**config.mk**
```make
export PLATFORM = sky130hd
export DESIGN_NAME = bus_controller
export DESIGN_NICKNAME = d
export VERILOG_FILES = /design/src/rtl/bus_controller.sv
export SDC_FILE = /design/constraint.sdc
export NUM_CORES = 1
export LEC_CHECK = 0
export CORE_ASPECT_RATIO = 1.25
export CORE_MARGIN = 3
export CORE_UTILIZATION = 44
export DETAILED_ROUTE_END_ITERATION = 16
export PLACE_DENSITY = 0.79
export RECOVER_POWER = 25
export SETUP_SLACK_MARGIN = 0.15
export SYNTH_ARGS = -nofsm -noshare
export SYNTH_HDL_FRONTEND = slang
export SYNTH_SLANG_ARGS = --single-unit
export TNS_END_PERCENT = 30
```
**constraint.sdc**
```tcl
create_clock -name i_clk -period 2.4 [get_ports i_clk]
set_clock_uncertainty 0.15 [all_clocks]
set_input_delay 0.48 -clock i_clk [delete_from_list [all_inputs] [get_ports i_clk]]
set_output_delay 0.48 -clock i_clk [all_outputs]
set_load 0.02 [all_outputs]
```
**src/rtl/bus_controller.sv**
```systemverilog
// Bus controller: bridges single CPU requests to a synchronous RAM region
// and one GPIO output register, with lane steering, sign/zero extension
// and misalignment/illegal-size error reporting.
module bus_controller #(
  parameter int unsigned RAM_WORDS = 4096,
  parameter logic [31:0] GPIO_ADDR = 32'h0001_0000
) (
  input  logic                         i_clk,
  input  logic                         i_rst_n,
  input  logic [31:0]                  i_bus_address,
  input  logic [31:0]                  i_bus_data,
  input  logic                         i_bus_DV,
  input  logic [2:0]                   i_bhw,
  input  logic                         i_write_notread,
  output logic [31:0]                  o_bus_data,
  output logic                         o_bus_DV,
  output logic                         o_err,
  output logic [$clog2(RAM_WORDS)-1:0] o_mem_addr,
  output logic [31:0]                  o_mem_wdata,
  output logic [3:0]                   o_mem_be,
  output logic                         o_mem_we,
  output logic                         o_mem_re,
  input  logic [31:0]                  i_mem_rdata,
  output logic [31:0]                  o_gpio
);

  localparam int AW = $clog2(RAM_WORDS);
  localparam logic [32:0] RAM_BYTES = 33'(RAM_WORDS) << 2;

  typedef enum logic [1:0] {IDLE, ACCESS, WAIT, RESP} state_t;
  state_t state;

  // Store data replicated across every byte lane for the access size
  function automatic logic [31:0] lane_wdata(input logic [31:0] d, input logic [1:0] sz);
    case (sz)
      2'b00:   return {4{d[7:0]}};
      2'b01:   return {2{d[15:0]}};
      default: return d;
    endcase
  endfunction

  // Byte enables for the addressed lane(s)
  function automatic logic [3:0] lane_be(input logic [1:0] a, input logic [1:0] sz);
    case (sz)
      2'b00:   return 4'b0001 << a;
      2'b01:   return 4'b0011 << a;
      2'b10:   return 4'b1111;
      default: return 4'b0000;
    endcase
  endfunction

  // Lane select plus sign or zero extension of load data
  function automatic logic [31:0] load_extend(input logic [31:0] w, input logic [1:0] a,
                                              input logic [2:0] bhw);
    logic signed [7:0]  b8;
    logic signed [15:0] h16;
    b8  = $signed(w[{a, 3'b000} +: 8]);
    h16 = $signed(w[{a[1], 4'b0000} +: 16]);
    case (bhw)
      3'b000:  return 32'(b8);
      3'b001:  return 32'(h16);
      3'b100:  return {24'b0, b8};
      3'b101:  return {16'b0, h16};
      3'b010:  return w;
      default: return '0;
    endcase
  endfunction

  logic        err_in, ram_in, gpio_in, misalign_in, bhw_ok_in;
  logic [1:0]  lane_p0;
  logic [2:0]  bhw_p0;
  logic        wr_p0, err_p0, ram_p0, gpio_p0;
  logic [31:0] data_p0;
  logic [31:0] rdata_p1;
  logic [31:0] resp_data;
  logic        gpio_wr;

  // Decode of the incoming request, used on the accepting edge
  always_comb begin
    bhw_ok_in   = i_bhw inside {3'b000, 3'b001, 3'b010, 3'b100, 3'b101};
    misalign_in = 1'b0;
    case (i_bhw[1:0])
      2'b01:   misalign_in = i_bus_address[0];
      2'b10:   misalign_in = |i_bus_address[1:0];
      default: misalign_in = 1'b0;
    endcase
    err_in  = !bhw_ok_in || misalign_in;
    ram_in  = {1'b0, i_bus_address} < RAM_BYTES;
    gpio_in = !ram_in && (i_bus_address == GPIO_ADDR);
  end

  // Request capture on accept and read data capture in WAIT; data needs no reset
  always_ff @(posedge i_clk) begin
    if (state == IDLE && i_bus_DV) begin
      lane_p0 <= i_bus_address[1:0];
      bhw_p0  <= i_bhw;
      wr_p0   <= i_write_notread;
      data_p0 <= i_bus_data;
      err_p0  <= err_in;
      ram_p0  <= ram_in;
      gpio_p0 <= gpio_in;
    end
    if (state == WAIT) begin
      rdata_p1 <= i_mem_rdata;
    end
  end

  // Response value and GPIO write qualification
  always_comb begin
    gpio_wr   = gpio_p0 && wr_p0 && !err_p0 && (bhw_p0 == 3'b010);
    resp_data = '0;
    if (!err_p0 && !wr_p0) begin
      if (ram_p0)                           resp_data = load_extend(rdata_p1, lane_p0, bhw_p0);
      else if (gpio_p0 && bhw_p0 == 3'b010) resp_data = o_gpio;
    end
  end

  // Request FSM with registered bus, RAM and GPIO outputs
  always_ff @(posedge i_clk or negedge i_rst_n) begin
    if (!i_rst_n) begin
      state       <= IDLE;
      o_bus_DV    <= 1'b0;
      o_err       <= 1'b0;
      o_mem_we    <= 1'b0;
      o_mem_re    <= 1'b0;
      o_mem_be    <= '0;
      o_mem_addr  <= '0;
      o_mem_wdata <= '0;
      o_bus_data  <= '0;
      o_gpio      <= '0;
    end else begin
      o_bus_DV <= 1'b0;
      o_err    <= 1'b0;
      o_mem_we <= 1'b0;
      o_mem_re <= 1'b0;
      case (state)
        IDLE: begin
          if (i_bus_DV) begin
            state       <= ACCESS;
            o_mem_addr  <= i_bus_address[AW+1:2];
            o_mem_wdata <= lane_wdata(i_bus_data, i_bhw[1:0]);
            o_mem_be    <= lane_be(i_bus_address[1:0], i_bhw[1:0]);
            o_mem_we    <= ram_in && !err_in && i_write_notread;
            o_mem_re    <= ram_in && !err_in && !i_write_notread;
          end
        end
        ACCESS: begin
          if (gpio_wr) o_gpio <= data_p0;
          state <= (ram_p0 && !err_p0 && !wr_p0) ? WAIT : RESP;
        end
        WAIT: begin
          state <= RESP;
        end
        RESP: begin
          o_bus_DV   <= 1'b1;
          o_err      <= err_p0;
          o_bus_data <= resp_data;
          state      <= IDLE;
        end
        default: state <= IDLE;
      endcase
    end
  end

endmodule

```
==> flow_metrics.env, run 1 <==
export IMPL_status="completed"
export IMPL_antennaDiodeCount=0
export IMPL_area_growth_synth_to_final_pct=38.4
export IMPL_synth_edff_count=73
export IMPL_ioPinCount=219
export IMPL_timing_worst_setup_path_type="flip-flop to primary output"
export IMPL_detail_route_vias_per_cell=5.52
export IMPL_largest_area_contributor_in_the_synthesized_netlist="sky130_fd_sc_hd__dfrtp_1"
export IMPL_initial_antenna_violation_count=0
export IMPL_grt_start_max_net_pins=58
export IMPL_post_route_min_period_ns=2.15
export IMPL_power_leakage_nw=4.71
export IMPL_worst_ep_arrival_time_ns=1.52
export IMPL_hp_start="data_p0[17]"
export IMPL_grt_setup_unrepaired="no"
export IMPL_floorplan_die_height_um=158
export IMPL_clk_transition_reported_paths_ns=0.07
export IMPL_worst_r2r_startpoint="lane_p0[1]"
export IMPL_postSynthCellCount=622
export IMPL_crit_chain="clkdlybuf4s50_1"
export IMPL_synth_yosys_seq_area_share_pct=63.0
export IMPL_floorplan_rows=55
export IMPL_die_w_um=128
export IMPL_final_critical_path_setup_slack_ns=0.253
export IMPL_worstPathRequired_ns=1.77
export IMPL_yosys_warnings=0
export IMPL_cts_buffers_inserted=17
export IMPL_cts_post_setup_buffers_inserted=0
export IMPL_grt_first_pass_wirelength_um=35300
export IMPL_fin_tns_setup_ns=0
export IMPL_final_cell_count_no_fill=1089
export IMPL_setup_violations=0
export IMPL_clockBufferDepth=2
export IMPL_netlist_cell_type_count=56
export IMPL_portBuffers=218
export IMPL_cp_startpoint="o_gpio[19]"
export IMPL_synth_ff_type="sky130_fd_sc_hd__dfrtp_1"
export IMPL_critical_path_peak_fanout=3
export IMPL_netSwitchingPower_mw=4.11
export IMPL_multi_input_area_um2=2740
export IMPL_gr_overflow_total=0
export IMPL_design_power_total_mw=11.8
export IMPL_detailed_place_hpwl_um=17300
export IMPL_r2r_setup_slack_ns=0.26
export IMPL_syn_nets=732
export IMPL_fraction_of_the_cycle_the_final_worst_path_needs_pct=89.4
export IMPL_final_core_util_pct=62.2
export IMPL_final_seq_area_um2=5140
export IMPL_dr_pass1_iters=5
export IMPL_groute_usage_overall_pct=22.9
export IMPL_synth_area_um2=8160
export IMPL_comb_power_share_pct=33.8
export IMPL_drt_first_iter_violations=584
export IMPL_placeableCoreArea_um2=18200
export IMPL_gpl_final_weighted_congestion=0.931
export IMPL_route_detailed_wl_per_inst_um=21.2
export IMPL_clk_latency_ns=0.44
export IMPL_synth_seq_cells=191
export IMPL_cts_num_sinks=191
export IMPL_numPlacedInstances=1056
export IMPL_portion_of_total_power_attributed_to_sequential_cells_pct=42.1
export IMPL_post_place_ws_ns=0.0477
export IMPL_internal_power_component_mw=7.72
export IMPL_start_kind="flip-flop"
export IMPL_cts_root_buffer="sky130_fd_sc_hd__clkbuf_16"
export IMPL_switching_share_pct=34.7
export IMPL_worst_hold_path_type="flip-flop to flip-flop"
export IMPL_nets=958
export IMPL_initial_util_pct=44.9
export IMPL_synth_top_cells_by_area="sky130_fd_sc_hd__dfrtp_1 36%, sky130_fd_sc_hd__edfxtp_1 27%, sky130_fd_sc_hd__mux2_1 4.8%, sky130_fd_sc_hd__mux2_2 3.4%, sky130_fd_sc_hd__o21ai_0 2.6%"
export IMPL_path_buf_inv=1
export IMPL_wl_um=23100
export IMPL_timing_max_cap_violations=0
export IMPL_peak_supply_drop_v=0.000628
export IMPL_drc=0
export IMPL_critPathTopFamily="buffers and inverters"
export IMPL_grt_pass1_vias=6196
export IMPL_clkPwrFrac_pct=24.1
export IMPL_slowest_delay_ns=0.65
export IMPL_async_reset_ff_share_pct=61.8
export IMPL_cp_max_stage_cell="sky130_fd_sc_hd__clkdlybuf4s50_1"
export IMPL_post_route_cells_drive_above_1_share_pct=11.3
export IMPL_synth_top_cell_area_share_pct=36.2
export IMPL_die_area_um2=20200
export IMPL_final_hold_violation_count=0
export IMPL_cts_tree="done"
export IMPL_tightestPinTransition_ns=0.994
export IMPL_avgSynthCellArea_um2=13.1
export IMPL_cts_htree_levels=4
export IMPL_cell_area_power_density_nw_per_um2=1050
export IMPL_slew_headroom_pct=33.8
export IMPL_clock_fmax_ghz=0.466
export IMPL_nFillCells=1439
export IMPL_timing_critical_path_to_type="primary output"
export IMPL_fin_max_slew_vios=0
export IMPL_route_antenna_remaining_nets=0
export IMPL_routed_via_count=6015
-- metrics by stage --
stage	instance area, um2	hold WS [ns]
floorplan	8170	0.0344
global placement	10700	0.290
detailed placement	10700	0.298
CTS	11300	0.318
global route	11300	0.327
finish	11300	0.315
-- power groups by stage --
stage               sequential (mW)  combinational (mW)  clock, mW
finish                         4.98                4.00       2.84
global route                   5.08                4.28       3.01
CTS                            4.98                4.06       2.88
detailed placement             5.03                4.04          0
global placement               5.02                3.96          0
floorplan                      5.57                1.38          0
-- path summary, 6_finish.rpt --
check | end | cells past startpoint
setup / recovery | o_gpio[19] | 1
hold / removal | o_gpio[17] | 1
setup reg to reg | o_bus_data[28] | 5
hold reg to reg | o_gpio[17] | 1
max in group asynchronous | o_gpio[2] | 3
min in group asynchronous | o_mem_wdata[22] | 2
-- layer usage --
layer | vias to the layer above | part of all wire [%] | GRT usage [%]
met3 | 40 | 4.8 | 4.36
met5 | - | 0 | 0
met2 | 204 | 51 | 39.1
met1 | 2971 | 41 | 29.5
met4 | 0 | 2.9 | 7.94
li1 | 2800 | - | -
-- kinds of logic (layout without fill, tap and decap cells) --
| logic type | after synthesis | in the layout | share of synthesized area, % |
|---|---|---|---|
| DFF | 191 | 191 | 63.0 |
| AOI/OAI and AO/OA | 178 | 178 | 15.2 |
| and+or+nand+nor | 116 | 116 | 7.72 |
| muxes | 70 | 70 | 9.50 |
| buffers and inverters | 60 | 299 | 3.45 |
| adders and majority gates | 7 | 7 | 1.07 |
-- final cells by class --
class	instances	area share [%]
tap	228	2.52
timing repair buffer	248	21.7
clock inverter	13	1.17
multi-input combinational	371	24.3
sequential	191	45.5
clock buffer	19	4.11
inverter	19	0.664
-- state kept, by name (all words and copies together) (netlist names), 2 cells and up --
name,count
o_mem_be,4
lane_p0,2
bhw_p0,3
o_gpio,32
o_mem_wdata,32
data_p0,32
rdata_p1,32
state,2
o_bus_data,32
o_mem_addr,12
-- layout by cell type, fill, tap and decap left out, drive strengths merged, types with 3 or more instances in the layout --
cell	count
a22o	9
buf	26
a22oi	25
mux2	60
or3	4
nor3b	4
nor4	6
dlygate4sd3	68
a221oi	10
o32ai	7
a21o	17
nand3	3
ha	7
a211oi	7
inv	27
a31oi	9
a21oi	27
nand2	42
dfrtp	118
nor2b	9
mux2i	10
and3	11
nand2b	5
a221o	14
clkinv	4
and2	8
edfxtp	73
clkdlybuf4s50	150
nor3	6
clkbuf	23
nor2	8
o21ai	43
-- cell usage after synthesis (all sizes together), types with 2 or more instances --
cell / n
nand2b: 5
dfrtp: 118
and3: 11
nor3b: 4
nand2: 42
nand3: 3
clkbuf: 23
a22oi: 25
nor2b: 9
and2: 8
buf: 18
or3b: 2
a22o: 9
or3: 4
a211oi: 7
nor4: 6
o32ai: 7
a31oi: 9
o311ai: 2
mux2i: 10
a21o: 17
nor2: 8
ha: 7
o21ai: 43
nor3: 6
nor4b: 2
a221oi: 10
a21oi: 27
inv: 19
mux2: 60
edfxtp: 73
o21a: 2
a221o: 14
-- timing repair --
item,CTS,global route
hold buffers,1,0
gates resized for setup,1,0
setup endpoints to repair,8,0
hold endpoints to repair,29,0
No activity file was read; power rests on OpenSTA's default activity.
==> run 2, diff against run 1 <==
--- a/config.mk
+++ b/config.mk
@@ -5,6 +5,8 @@
 export SDC_FILE = /design/constraint.sdc
 export NUM_CORES = 1
 export LEC_CHECK = 0
+export ABC_AREA = 0
+export CAP_MARGIN = 10
 export CORE_ASPECT_RATIO = 1.25
 export CORE_MARGIN = 3
 export CORE_UTILIZATION = 44
==> results of run 2 <==
The final DEF is identical to that of run 1; final timing and power are the same.
==> run 3, diff against run 2 <==
--- a/config.mk
+++ b/config.mk
@@ -6,7 +6,6 @@
 export NUM_CORES = 1
 export LEC_CHECK = 0
 export ABC_AREA = 0
-export CAP_MARGIN = 10
 export CORE_ASPECT_RATIO = 1.25
 export CORE_MARGIN = 3
 export CORE_UTILIZATION = 44
==> results of run 3 <==
The final DEF is identical to that of run 1; final timing and power are the same.
